===== config.mk =====
export PLATFORM = sky130hd
export DESIGN_NAME = cpu
export DESIGN_NICKNAME = d
export VERILOG_FILES = /design/src/rtl/cpu_pkg.sv /design/src/rtl/cpu_alu.sv /design/src/rtl/cpu.sv
export SDC_FILE = /design/constraint.sdc
export NUM_CORES = 1
export LEC_CHECK = 0
export CORE_MARGIN = 2
export CORE_UTILIZATION = 50
export CTS_CLUSTER_DIAMETER = 40
export CTS_CLUSTER_SIZE = 12
export DETAILED_ROUTE_END_ITERATION = 6
export PLACE_DENSITY_LB_ADDON = 0.25
export SYNTH_ARGS = -nofsm -noshare
export SYNTH_HDL_FRONTEND = slang
export SYNTH_HIERARCHICAL = 1
export SYNTH_SLANG_ARGS = --single-unit

===== constraint.sdc =====
create_clock -name clk -period 5.6 [get_ports clk]
set_clock_uncertainty 0.05 [all_clocks]
set_input_delay 0.84 -clock clk [delete_from_list [all_inputs] [get_ports clk]]
set_output_delay 0.84 -clock clk [all_outputs]
set_load 0.02 [all_outputs]

===== src/rtl/cpu_pkg.sv =====
// cpu_pkg: shared definitions for the 8-bit multi-cycle CPU.
//   - opcode_e  : 4-bit opcode field of the instruction register (IR[7:4])
//   - state_e   : FSM states (fetch, execute, data read, halted)
//   - reg_idx_t : index into the four-entry register file
//   - helpers classifying opcodes by operand form and flag behaviour
package cpu_pkg;

  localparam int NUM_REGS = 4;

  typedef enum logic [3:0] {
    OP_NOP = 4'h0,
    OP_LDI = 4'h1,
    OP_LD  = 4'h2,
    OP_MOV = 4'h3,
    OP_ADD = 4'h4,
    OP_SUB = 4'h5,
    OP_AND = 4'h6,
    OP_OR  = 4'h7,
    OP_XOR = 4'h8,
    OP_NOT = 4'h9,
    OP_SHL = 4'hA,
    OP_JMP = 4'hB,
    OP_JZ  = 4'hC,
    OP_JC  = 4'hD,
    OP_JR  = 4'hE,
    OP_HLT = 4'hF
  } opcode_e;

  typedef enum logic [1:0] {
    S_FETCH = 2'd0,
    S_EXEC  = 2'd1,
    S_DATA  = 2'd2,
    S_HALT  = 2'd3
  } state_e;

  typedef logic [1:0] reg_idx_t;

  // One-register forms take their register index from IR[1:0] instead of
  // the usual rd field IR[3:2].
  function automatic logic is_one_reg(input opcode_e op);
    return (op == OP_LDI) || (op == OP_LD) || (op == OP_NOT) ||
           (op == OP_SHL) || (op == OP_JR);
  endfunction

  // ALU operations: write the ALU result to rd and update both Z and C.
  function automatic logic writes_flags(input opcode_e op);
    return (op >= OP_ADD) && (op <= OP_SHL);
  endfunction

endpackage


===== src/rtl/cpu_alu.sv =====
// cpu_alu: purely combinational 8-bit ALU for opcodes ADD..SHL.
// Ports:
//   a      in  8  first operand (rd value)
//   b      in  8  second operand (rs value; ignored by NOT/SHL)
//   op     in  4  opcode from IR[7:4]
//   result out 8  operation result, wraps modulo 256
//   z      out 1  result == 0
//   c      out 1  carry (ADD), borrow (SUB), old bit 7 (SHL), else 0
module cpu_alu
  import cpu_pkg::*;
(
  input  logic [7:0] a,
  input  logic [7:0] b,
  input  logic [3:0] op,
  output logic [7:0] result,
  output logic       z,
  output logic       c
);

  opcode_e    w_op;
  logic [8:0] w_sum;

  assign w_op  = opcode_e'(op);
  assign w_sum = {1'b0, a} + {1'b0, b};

  // NOTE: every output of a combinational block gets a default before the
  // case, so no path leaves it unassigned and no latch is inferred.
  always_comb begin
    result = a;
    c      = 1'b0;
    case (w_op)
      OP_ADD: begin
        result = w_sum[7:0];
        c      = w_sum[8];
      end
      OP_SUB: begin
        result = a - b;
        c      = (a < b);
      end
      OP_AND: result = a & b;
      OP_OR:  result = a | b;
      OP_XOR: result = a ^ b;
      OP_NOT: result = ~a;
      OP_SHL: begin
        result = {a[6:0], 1'b0};
        c      = a[7];
      end
      default: begin
        result = a;
        c      = 1'b0;
      end
    endcase
  end

  assign z = (result == 8'h00);

endmodule


===== src/rtl/cpu.sv =====
// cpu: minimal 8-bit multi-cycle von Neumann CPU with one read-only memory
// port shared between instruction fetch, operand fetch and data loads.
// Ports:
//   clk      in  1  clock, all state changes on the rising edge
//   rst      in  1  asynchronous active-low reset
//   memVal   in  8  byte at memAddr, valid combinationally in the same cycle
//   memAddr  out 8  memory address: PC, or the operand latch during DATA
// Instruction format: IR[7:4] opcode, IR[3:2] rd, IR[1:0] rs (or rd for
// one-register forms). Two-byte instructions read their operand at PC in
// the EXEC cycle.
module cpu
  import cpu_pkg::*;
(
  input  logic       clk,
  input  logic       rst,
  input  logic [7:0] memVal,
  output logic [7:0] memAddr
);

  state_e     r_state;
  state_e     w_state_nxt;
  logic [7:0] r_pc;
  logic [7:0] w_pc_nxt;
  logic [7:0] r_ir;
  logic [7:0] w_ir_nxt;
  logic [7:0] r_opr;
  logic [7:0] w_opr_nxt;
  logic [7:0] r_regs [NUM_REGS];
  logic       r_z;
  logic       r_c;

  opcode_e    w_op;
  reg_idx_t   w_rd;
  reg_idx_t   w_rs;
  logic [7:0] w_rd_val;
  logic [7:0] w_rs_val;
  logic [7:0] w_pc_inc;

  logic [7:0] w_alu_res;
  logic       w_alu_z;
  logic       w_alu_c;

  logic       w_reg_we;
  logic [7:0] w_reg_wdata;
  logic       w_flag_we;

  assign w_op     = opcode_e'(r_ir[7:4]);
  assign w_rs     = r_ir[1:0];
  assign w_rd     = is_one_reg(w_op) ? r_ir[1:0] : r_ir[3:2];
  assign w_rd_val = r_regs[w_rd];
  assign w_rs_val = r_regs[w_rs];
  // Natural 8-bit wrap takes PC from 0xFF to 0x00, also mid-instruction.
  assign w_pc_inc = r_pc + 8'd1;

  cpu_alu u_alu (
    .a      (w_rd_val),
    .b      (w_rs_val),
    .op     (r_ir[7:4]),
    .result (w_alu_res),
    .z      (w_alu_z),
    .c      (w_alu_c)
  );

  // Next-state, datapath control and the memAddr mux.
  always_comb begin
    w_state_nxt = r_state;
    w_pc_nxt    = r_pc;
    w_ir_nxt    = r_ir;
    w_opr_nxt   = r_opr;
    w_reg_we    = 1'b0;
    w_reg_wdata = 8'h00;
    w_flag_we   = 1'b0;
    memAddr     = r_pc;

    case (r_state)
      S_FETCH: begin
        w_ir_nxt    = memVal;
        w_pc_nxt    = w_pc_inc;
        w_state_nxt = S_EXEC;
      end

      S_EXEC: begin
        // memAddr stays on PC: two-byte ops consume memVal as their operand,
        // single-byte ops ignore it.
        w_state_nxt = S_FETCH;
        if (writes_flags(w_op)) begin
          w_reg_we    = 1'b1;
          w_reg_wdata = w_alu_res;
          w_flag_we   = 1'b1;
        end
        case (w_op)
          OP_LDI: begin
            w_reg_we    = 1'b1;
            w_reg_wdata = memVal;
            w_pc_nxt    = w_pc_inc;
          end
          OP_LD: begin
            w_opr_nxt   = memVal;
            w_pc_nxt    = w_pc_inc;
            w_state_nxt = S_DATA;
          end
          OP_MOV: begin
            w_reg_we    = 1'b1;
            w_reg_wdata = w_rs_val;
          end
          OP_JMP: w_pc_nxt = memVal;
          OP_JZ:  w_pc_nxt = r_z ? memVal : w_pc_inc;
          OP_JC:  w_pc_nxt = r_c ? memVal : w_pc_inc;
          OP_JR:  w_pc_nxt = w_rs_val;
          OP_HLT: w_state_nxt = S_HALT;
          default: begin
            // NOP, and ALU ops already handled above.
          end
        endcase
      end

      S_DATA: begin
        memAddr     = r_opr;
        w_reg_we    = 1'b1;
        w_reg_wdata = memVal;
        w_state_nxt = S_FETCH;
      end

      S_HALT: begin
        w_state_nxt = S_HALT;
      end

      default: w_state_nxt = S_FETCH;
    endcase
  end

  // NOTE: sequential state uses non-blocking assignments so every register
  // samples pre-edge values regardless of statement order.
  always_ff @(posedge clk or negedge rst) begin
    if (!rst) begin
      r_state <= S_FETCH;
    end else begin
      r_state <= w_state_nxt;
    end
  end

  always_ff @(posedge clk or negedge rst) begin
    if (!rst) begin
      r_pc  <= 8'h00;
      r_ir  <= 8'h00;
      r_opr <= 8'h00;
      r_z   <= 1'b0;
      r_c   <= 1'b0;
      // NOTE: this register file is architectural state that must read zero
      // after reset, so it is reset like ordinary flops rather than left to
      // power-up contents as a RAM would be.
      for (int i = 0; i < NUM_REGS; i++) begin
        r_regs[i] <= 8'h00;
      end
    end else begin
      r_pc  <= w_pc_nxt;
      r_ir  <= w_ir_nxt;
      r_opr <= w_opr_nxt;
      if (w_reg_we) begin
        r_regs[w_rd] <= w_reg_wdata;
      end
      if (w_flag_we) begin
        r_z <= w_alu_z;
        r_c <= w_alu_c;
      end
    end
  end

endmodule


---- After elaboration in Yosys (flattened, before gate mapping) ----
Cells that the tools add are included.
word-level totals
  bits of input ports ..................... 10
  flip-flop bits (word level) ............. 60
  logic and storage cells ................. 83
  output and inout bits ................... 8
operators by class
  add/sub/neg operators ................... 3
  bitwise logic cells ..................... 6
  equal/unequal tests ..................... 19
  $lt $le $gt $ge ......................... 6
  muxes and demuxes ....................... 26
  reduce and logical (&&, ||, !) cells .... 13
operators by type and width
  cell                                                      count
  two-way mux 8 bit                                         9
  case mux 8 bit (7 select lines)                           1
  case mux 8 bit (2 select lines)                           3
  case mux 8 bit (5 select lines)                           1
  binary-select mux 8 bit (select 2 bit)                    2
  bitwise mux 32 bit                                        1
  equality test 4 bit, second input constant                8
  demux 8 bit (select 2 bit)                                1
  equality test 4 x 3 -> 1 bit, second input constant       4
  adder 8 x 8 -> 9 bit                                      1
  adder 8 x 1 -> 8 bit, second input constant               1
  bitwise AND 8 bit                                         1
  equality test 4 x 2 -> 1 bit, second input constant       2
  zero test 8 bit                                           1
  < comparator 8 bit                                        1
  inverter 8 bit                                            1
  bitwise OR 8 bit                                          1
  case mux 2 bit (4 select lines)                           1
  subtractor 8 bit                                          1
  bitwise XOR 8 bit                                         1
  greater-or-equal comparator 3 bit, second input constant  2
  != test 6 x 3 -> 1 bit, second input constant             1
  inverter 2 -> 3 bit                                       2
  equality test 2 bit, second input constant                2
  16 further kinds                                          24

---- Depth between registers and ports, before layout ----
Gate-level depths: netlist of the first run.
  depth after elaboration ................. 16
  depth in mapped cells ................... 22
  depth with buffers taken out ............ 19

---- Hierarchy ----
Netlist of the first run, hierarchy kept.
modules (own cells, without submodules)
  module   cells an instance  area an instance (um2)  times used
  cpu      340                3,747.3                 1
  cpu_alu  214                1,520.2                 1

---- Worst setup path before layout of the first run ----
OpenSTA, ideal clock, no wires.
  kind .................................... reg2reg
  start point ............................. reg r_ir[7]
  end point ............................... reg r_regs[7] (netlist name)
  stages on the path, launching flop included .. 21
  data arrival time ....................... 4,263 ps
  setup slack ............................. 1,222 ps
  buffers on the path ..................... 3
  period minus slack after synthesis ...... 4,378 ps
  cell sequence ........................... dfrtp_1 buf_4 nand2_1 a21oi_2 mux2i_1 buf_4 buf_2 mux2i_1 mux2i_1 inv_1 ha_1 o21ba_2 nor4_1 a211oi_2 o31ai_1 nor2b_1 o221a_2 a21o_1 a31oi_1 o31ai_1 mux2_4
between the ends
  word-level cells in the longest chain between the ends .. 16
  elaborated cells between the ends (all ways) .. 43
  classes of those cells .................. add/sub: 2; order compare: 4; eq/ne: 11; mux: 14; bitwise: 5; reduce/logical: 7
ends and longest elaborated chain
  item                                                                                 line                          source
  from (decl)                                                                          cpu.sv:24                     logic [7:0] r_ir;
  from (signal assigned)                                                               cpu.sv:157                    r_ir <= w_ir_nxt;
  equality test 4 x 1 -> 1 bit / equality test 4 x 2 -> 1 bit (equally long branches)  cpu_pkg.sv:41                 return (op == OP_LDI) || (op == OP_LD) || (op == OP_NOT) ||
  logical OR 1 bit (3 in series)                                                       cpu_pkg.sv:41
  logical OR 1 bit *                                                                   cpu_pkg.sv:42                 (op == OP_SHL) || (op == OP_JR);
  two-way mux 2 bit *                                                                  cpu.sv:49                     assign w_rd = is_one_reg(w_op) ? r_ir[1:0] : r_ir[3:2];
  inverter 2 -> 3 bit (implied by the code) *                                          cpu.sv:50                     assign w_rd_val = r_regs[w_rd];
  binary-select mux 8 bit (select 2 bit) *                                             cpu.sv:50
  two-way mux 8 bit (implied by the code) * (2 in series)                              cpu.sv:50
  net w_rd_val[1]                                                                      cpu.sv:35                     logic [7:0] w_rd_val;
  subtractor 8 bit / adder 8 x 8 -> 9 bit (equally long branches)                      cpu_alu.sv:37, cpu_alu.sv:24
  case mux 8 bit (7 select lines) *                                                    cpu_alu.sv:31                 case (w_op)
  net w_alu_res[7]                                                                     cpu.sv:39                     logic [7:0] w_alu_res;
  two-way mux 8 bit *                                                                  cpu.sv:86                     if (writes_flags(w_op)) begin
  case mux 8 bit (2 select lines) *                                                    cpu.sv:91                     case (w_op)
  case mux 8 bit (2 select lines) *                                                    cpu.sv:75                     case (r_state)
  bitwise mux 32 bit *                                                                 cpu.sv:160                    r_regs[w_rd] <= w_reg_wdata;
  to (signal, indexed assignment)                                                      cpu.sv:160
  to (decl)                                                                            cpu.sv:28                     logic [7:0] r_regs [NUM_REGS];
The timed path passes the listed nets; every way through them passes the cells marked *. The select of a mux whose other input is x is not followed.
A chain may end at the register's enable or synchronous reset.

---- Worst setup path after layout of the first run ----
  start point ............................. reg r_ir[5]
  end point ............................... reg r_regs[7] (netlist name)
Same word-level chain as after synthesis.

==> results.py, run 1 <==
metrics = {
    "run_status": {
        "outcome": "finished, final reports clean",
    },
    "cts": {
        "holdBufCountCts": 0,
        "cts.sink_count": 60,
        "cts-root-buf": "sky130_fd_sc_hd__clkbuf_8",
        "clk_transition_reported_paths_ps": 70,
        "cts_buffers": 9,
        "htreeDepth": 3,
        "post_cts.resized_instances": 0,
        "cts-root-to-sink-buffers": 2,
        "cts_tree": "done",
        "worst_skew_pair.late_latency_ps": 350,
        "postCtsSetupRepairBufs": 0,
    },
    "layout": {
        "n_antenna_cell": 0,
        "drive_gt1_frac": 0.169,
        "multi_input_comb_area_um2": 3370,
        "layout.cells.most_common": "sky130_fd_sc_hd__dfrtp_1",
        "ff_latch_area_um2": 1500,
        "nNetsFinal": 591,
        "fillers": 921,
        "layout_common_cells": "sky130_fd_sc_hd__dfrtp_1 (60), sky130_fd_sc_hd__nand2_1 (51), sky130_fd_sc_hd__inv_1 (41), sky130_fd_sc_hd__o21ai_0 (34), sky130_fd_sc_hd__mux2i_1 (30)",
        "finish.utilization": 0.549,
        "area_growth_syn_to_layout_pct": 7.05,
    },
    "sta": {
        "rsz0062_at_grt": "false",
        "worst_slew_pin_slew_ps": 801,
        "setup-violations-final": 0,
        "timing.final.crit_share": 0.913,
        "clock.fmax_mhz": 195,
        "hold_viol": 0,
        "finalSetupTns_ps": 0,
        "worst_relative_slew_slack": 0.466,
        "finalWorstPathRequiredPeriod_ps": 5120,
        "final_max_tran_viols": 0,
    },
    "synthesis": {
        "async_reset_ff_frac": 1.00,
        "synthesis.yosys.warnings": 6,
        "synth_top_cell_by_area": "sky130_fd_sc_hd__dfrtp_1",
        "seq_area_frac_synth": 0.285,
        "synth_top_flop_cell": "sky130_fd_sc_hd__dfrtp_1",
        "mappedNetlistArea_um2": 5270,
        "ys_types": 79,
        "synth.top_cell.area_share": 0.285,
        "synth-seq-cells": 60,
        "cell_types_with_the_largest_area_share_after_synthesis": "sky130_fd_sc_hd__dfrtp_1 (29%), sky130_fd_sc_hd__ha_1 (6.9%), sky130_fd_sc_hd__mux2i_1 (5.9%)",
        "synth_enable_flop_cells": 0,
        "syn_nets": 595,
        "netlist_instances": 554,
        "synth_area_per_cell_um2": 9.51,
    },
    "worst_hold_path": {
        "min_delay_path_depth": 2,
        "hold_worst_path_end": "r_opr[2]$_DFFE_PN0P_",
        "timing.hold.worst.class": "register to register",
        "holdCritStartpoint": "r_opr[2]$_DFFE_PN0P_",
    },
    "critical_path": {
        "crit_path_start_kind": "register",
        "setup.worst_path.start": "r_ir[5]$_DFFE_PN0P_",
        "worst-r2r-setup-slack_ps": 480,
        "rr_endpoint": "r_regs[7]$_DFFE_PN0P_",
        "number_of_cells_traversed_by_the_worst_register_to_register_path": 18,
        "critical_path.max_fanout": 20,
        "end_kind": "register",
        "worst_ep_required_time_ps": 5840,
        "timing.critical_path.arrival_ps": 5350,
        "setup_crit_path_kind": "register to register",
        "rr_startpoint": "r_ir[5]$_DFFE_PN0P_",
    },
    "flow_run": {
        "max-cap-violations": 0,
    },
    "floorplanning": {
        "ios": 18,
        "initial_core_util": 0.513,
        "die_area_um2": 11400,
        "die_w_um": 107,
        "core_area_um2": 10300,
        "die_h_um": 107,
        "placement_rows": 37,
    },
    "route": {
        "drtIter0Drc": 284,
        "firstDrtPassIters": 5,
        "vias_per_cell": 6.29,
        "drt-total-wl_mm": 13.4,
        "wl_per_cell_um": 19.4,
        "detail_route.drc_violations": 0,
        "via_count": 4348,
        "postRouteAntennaNets": 0,
    },
    "global_route": {
        "grt_antenna_before_repair": 0,
        "grt_usage": 0.249,
        "overflow": 0,
        "grt_start_max_net_pins": 61,
        "via_count_of_the_first_global_routing_pass": 4243,
        "grt_first_pass_wirelength_mm": 22.3,
    },
    "placed_design": {
        "placement.io_buffers": 17,
        "place_congestion": 0.985,
        "post-dp-hpwl_mm": 9.83,
    },
}
==> state kept, by name (all words and copies together), names as in the netlist <==
| register | cells |
|---|---|
| r_c | 1 |
| r_ir | 8 |
| r_opr | 8 |
| r_pc | 8 |
| r_regs | 32 |
| r_state | 2 |
| r_z | 1 |
==> worst max-delay path by stage <==
stage,to,slack [ps],cells past startpoint
finish,r_regs[7]$_DFFE_PN0P_,480,18
global route,r_regs[7]$_DFFE_PN0P_,190,18
CTS,r_regs[7]$_DFFE_PN0P_,600,18
detailed placement,r_regs[7]$_DFFE_PN0P_,640,18
global placement,r_regs[7]$_DFFE_PN0P_,810,18
floorplan,r_regs[7]$_DFFE_PN0P_,1220,20
==> final cells by class <==
class,count,share of cell area
clock buffer,12,0.0257
inverter,42,0.0280
sequential,60,0.266
clock inverter,4,0.0129
multi-input combinational,413,0.598
timing repair buffer,24,0.0386
tap,136,0.0302
==> per-stage QoR <==
stage / hold WS, ps / worst slack [ps] / instances / instance area, µm²
2_1_floorplan: 394 / 1220 / 554 / 5270
3_3_place_gp: 412 / 810 / 675 / 5420
3_5_place_dp: 425 / 643 / 675 / 5420
4_1_cts: 439 / 605 / 691 / 5640
5_1_grt: 460 / 188 / 691 / 5640
6_report: 439 / 485 / 691 / 5640
==> cell usage after synthesis (all sizes together), types with 6 or more instances <==
library cell  number
nand3             11
a21oi             23
a31oi             10
o211ai             9
dfrtp             60
nand2             54
o311ai             8
mux2              51
inv               42
a32oi              7
a211oi             6
clkbuf            13
nor2b              7
and3               6
buf               26
a32o               8
o21ai             42
nor2              20
mux4               8
ha                29
a21o              12
nand3b             7
mux2i             31
==> cell families (layout without fill, tap and decap cells) <==
group	Yosys count	in the layout	share of synthesized area
flip-flops	60	60	0.285
buffers and inverters	81	82	0.0751
adder cells (fa/ha/maj)	31	31	0.0765
XOR/XNOR	5	5	0.00832
AO/OA/AOI/OAI	157	157	0.213
AND/OR/NAND/NOR	130	130	0.134
multiplexers	90	90	0.209
==> worst max-delay path: stages, from the launching register on <==
cell	delay (ps)
sky130_fd_sc_hd__dfrtp_1	500
sky130_fd_sc_hd__xnor2_1	220
sky130_fd_sc_hd__a21oi_2	220
sky130_fd_sc_hd__mux2i_2	240
sky130_fd_sc_hd__buf_4	340
sky130_fd_sc_hd__mux2i_1	120
sky130_fd_sc_hd__mux2i_1	560
sky130_fd_sc_hd__inv_1	210
sky130_fd_sc_hd__ha_1	370
sky130_fd_sc_hd__o21ba_2	230
sky130_fd_sc_hd__nor4_1	230
sky130_fd_sc_hd__a211oi_2	100
sky130_fd_sc_hd__o31ai_1	290
sky130_fd_sc_hd__nor2b_1	190
sky130_fd_sc_hd__o221a_2	240
sky130_fd_sc_hd__a21o_1	110
sky130_fd_sc_hd__a31oi_1	50
sky130_fd_sc_hd__o31ai_1	510
sky130_fd_sc_hd__mux2_4	250
==> routing by layer <==
layer / up-vias / global-route usage / wire, µm
li1: 2034 / - / -
met1: 2130 / 0.346 / 6150
met2: 153 / 0.387 / 6180
met3: 31 / 0.0517 / 755
met4: 0 / 0.0844 / 350
met5: - / 0 / 0
Power of run 1 is left out: the tool's default activity adds up to more than one toggle a clock period on the data nets, which glitch-free logic cannot reach.
==> run 2, diff against run 1 <==
--- a/config.mk
+++ b/config.mk
@@ -7,6 +7,7 @@
 export LEC_CHECK = 0
 export CORE_MARGIN = 2
 export CORE_UTILIZATION = 50
+export CTS_BUF_LIST = sky130_fd_sc_hd__clkbuf_2
 export CTS_CLUSTER_DIAMETER = 40
 export CTS_CLUSTER_SIZE = 12
 export DETAILED_ROUTE_END_ITERATION = 6
==> constraint.sdc (replaced) <==
create_clock -name clk -period 5.6 [get_ports clk]
set_clock_uncertainty 0.05 [all_clocks]
set_input_delay 0.56 -clock clk [delete_from_list [all_inputs] [get_ports clk]]
set_output_delay 0.56 -clock clk [all_outputs]
set_load 0.02 [all_outputs]
==> results.py, run 2 (synthesized netlist as in run 1, its figures left out) <==
metrics = {
    "cts": {
        "cts_buffers": 9,
        "worst_skew_pair.late_latency_ps": 500,
        "cts-root-buf": "sky130_fd_sc_hd__clkbuf_2",
        "htreeDepth": 3,
        "clk_transition_reported_paths_ps": 180,
        "holdBufCountCts": 0,
        "cts.sink_count": 60,
        "postCtsSetupRepairBufs": 0,
        "cts_tree": "done",
        "post_cts.resized_instances": 0,
        "cts-root-to-sink-buffers": 2,
    },
    "global_route": {
        "grt_start_max_net_pins": 61,
        "via_count_of_the_first_global_routing_pass": 4226,
        "grt_usage": 0.247,
        "grt_first_pass_wirelength_mm": 22.2,
        "overflow": 0,
        "grt_antenna_before_repair": 0,
    },
    "placed_design": {
        "post-dp-hpwl_mm": 9.83,
        "placedCellCount": 675,
        "placement.io_buffers": 17,
        "placed_area_um2": 5420,
        "place_congestion": 0.985,
        "worst_setup_slack_after_placement_ps": 643,
    },
    "layout": {
        "largest_register_ff_count": 32,
        "finish.instance_area_um2": 5550,
        "ff_latch_area_um2": 1500,
        "drive_gt1_frac": 0.171,
        "n_antenna_cell": 0,
        "registers.top_by_ff_count": "r_regs",
        "multi_input_comb_area_um2": 3370,
        "nNetsFinal": 591,
        "area_growth_syn_to_layout_pct": 5.42,
        "fillers": 940,
        "finish.cell_count_without_fillers": 691,
        "layout_common_cells": "sky130_fd_sc_hd__dfrtp_1 (60), sky130_fd_sc_hd__nand2_1 (51), sky130_fd_sc_hd__inv_1 (41), sky130_fd_sc_hd__o21ai_0 (34), sky130_fd_sc_hd__mux2i_1 (30)",
        "layout.cells.most_common": "sky130_fd_sc_hd__dfrtp_1",
    },
    "route": {
        "firstDrtPassIters": 5,
        "via_count": 4339,
        "vias_per_cell": 6.28,
        "wl_per_cell_um": 19.4,
        "detail_route.drc_violations": 0,
        "drt-total-wl_mm": 13.4,
        "postRouteAntennaNets": 0,
        "drtIter0Drc": 371,
    },
    "sta": {
        "timing.final.crit_share": 0.908,
        "final_max_tran_viols": 0,
        "fin_ws_ps": 516,
        "setup-violations-final": 0,
        "finalWorstPathRequiredPeriod_ps": 5080,
        "clock.fmax_mhz": 197,
        "worst_relative_slew_slack": 0.481,
        "rsz0062_at_grt": "false",
        "hold_viol": 0,
        "finalSetupTns_ps": 0,
        "worst_slew_pin_slew_ps": 779,
    },
    "critical_path": {
        "rr_endpoint": "r_regs[7]$_DFFE_PN0P_",
        "worst_ep_required_time_ps": 5990,
        "timing.critical_path.arrival_ps": 5480,
        "end_kind": "register",
        "worst-r2r-setup-slack_ps": 520,
        "setup_crit_path_kind": "register to register",
        "setup.worst_path.start": "r_ir[5]$_DFFE_PN0P_",
        "critical_path.max_fanout": 20,
        "number_of_cells_traversed_by_the_worst_register_to_register_path": 18,
        "crit_path_start_kind": "register",
        "rr_startpoint": "r_ir[5]$_DFFE_PN0P_",
    },
    "floorplanning": {
        "die_w_um": 107,
        "die_area_um2": 11400,
        "ios": 18,
        "core_area_um2": 10300,
        "placement_rows": 37,
        "die_h_um": 107,
        "initial_core_util": 0.513,
    },
    "worst_hold_path": {
        "timing.hold.worst.class": "input pin to async pin",
    },
    "run_status": {
        "outcome": "finished, final reports clean",
    },
    "flow_run": {
        "max-cap-violations": 0,
    },
}
run 2: changes by cell type in the layout (fill, tap and decap cells not counted):
cell / previous run / this run
sky130_fd_sc_hd__clkbuf_1: 2 / 0
sky130_fd_sc_hd__clkinv_1: 0 / 1
sky130_fd_sc_hd__clkbuf_2: 0 / 11
sky130_fd_sc_hd__clkbuf_8: 10 / 0
run 2: final cells by class:
| class | instances | share of cell area |
|---|---|---|
| inverter | 42 | 0.0284 |
| tap | 136 | 0.0306 |
| clock buffer | 11 | 0.00991 |
| timing repair buffer | 24 | 0.0392 |
| clock inverter | 5 | 0.0137 |
| sequential | 60 | 0.270 |
| multi-input combinational | 413 | 0.608 |
run 2: worst max path at each step:
| stage | end | slack (ps) | cells after the start |
|---|---|---|---|
| after floorplan | r_regs[7]$_DFFE_PN0P_ | 1220 | 20 |
| after global placement | r_regs[7]$_DFFE_PN0P_ | 810 | 18 |
| after detailed placement | r_regs[7]$_DFFE_PN0P_ | 640 | 18 |
| after CTS | r_regs[7]$_DFFE_PN0P_ | 600 | 18 |
| after global routing | r_regs[7]$_DFFE_PN0P_ | 190 | 18 |
| final | r_regs[7]$_DFFE_PN0P_ | 520 | 18 |
run 2: metrics by stage:
| step | hold WS [ps] | util |
|---|---|---|
| finish | 131 | 0.540 |
| global route | 162 | 0.540 |
| CTS | 140 | 0.540 |
| detailed placement | 425 | 0.528 |
| global placement | 412 | 0.528 |
| floorplan | 214 | - |
run 2: metal layers:
| metal | wire length, µm | GRT usage | up-vias | share of wire |
|---|---|---|---|---|
| li1 | - | - | 2027 | - |
| met1 | 6150 | 0.350 | 2127 | 0.46 |
| met2 | 6160 | 0.381 | 155 | 0.46 |
| met3 | 803 | 0.0468 | 30 | 0.060 |
| met4 | 325 | 0.0816 | 0 | 0.024 |
| met5 | 0 | 0 | - | 0 |
run 2: worst max-delay path: stages, from the launching register on:
cell and delay [ps]:
sky130_fd_sc_hd__dfrtp_1 530, sky130_fd_sc_hd__xnor2_1 210, sky130_fd_sc_hd__a21oi_2 220, sky130_fd_sc_hd__mux2i_2 230
sky130_fd_sc_hd__buf_4 340, sky130_fd_sc_hd__mux2i_1 120, sky130_fd_sc_hd__mux2i_1 550, sky130_fd_sc_hd__inv_1 210
sky130_fd_sc_hd__ha_1 370, sky130_fd_sc_hd__o21ba_2 240, sky130_fd_sc_hd__nor4_1 230, sky130_fd_sc_hd__a211oi_2 100
sky130_fd_sc_hd__o31ai_1 270, sky130_fd_sc_hd__nor2b_1 180, sky130_fd_sc_hd__o221a_2 240, sky130_fd_sc_hd__a21o_1 110
sky130_fd_sc_hd__a31oi_1 40, sky130_fd_sc_hd__o31ai_1 520, sky130_fd_sc_hd__mux2_4 250
Power of run 2 is left out for the same reason.
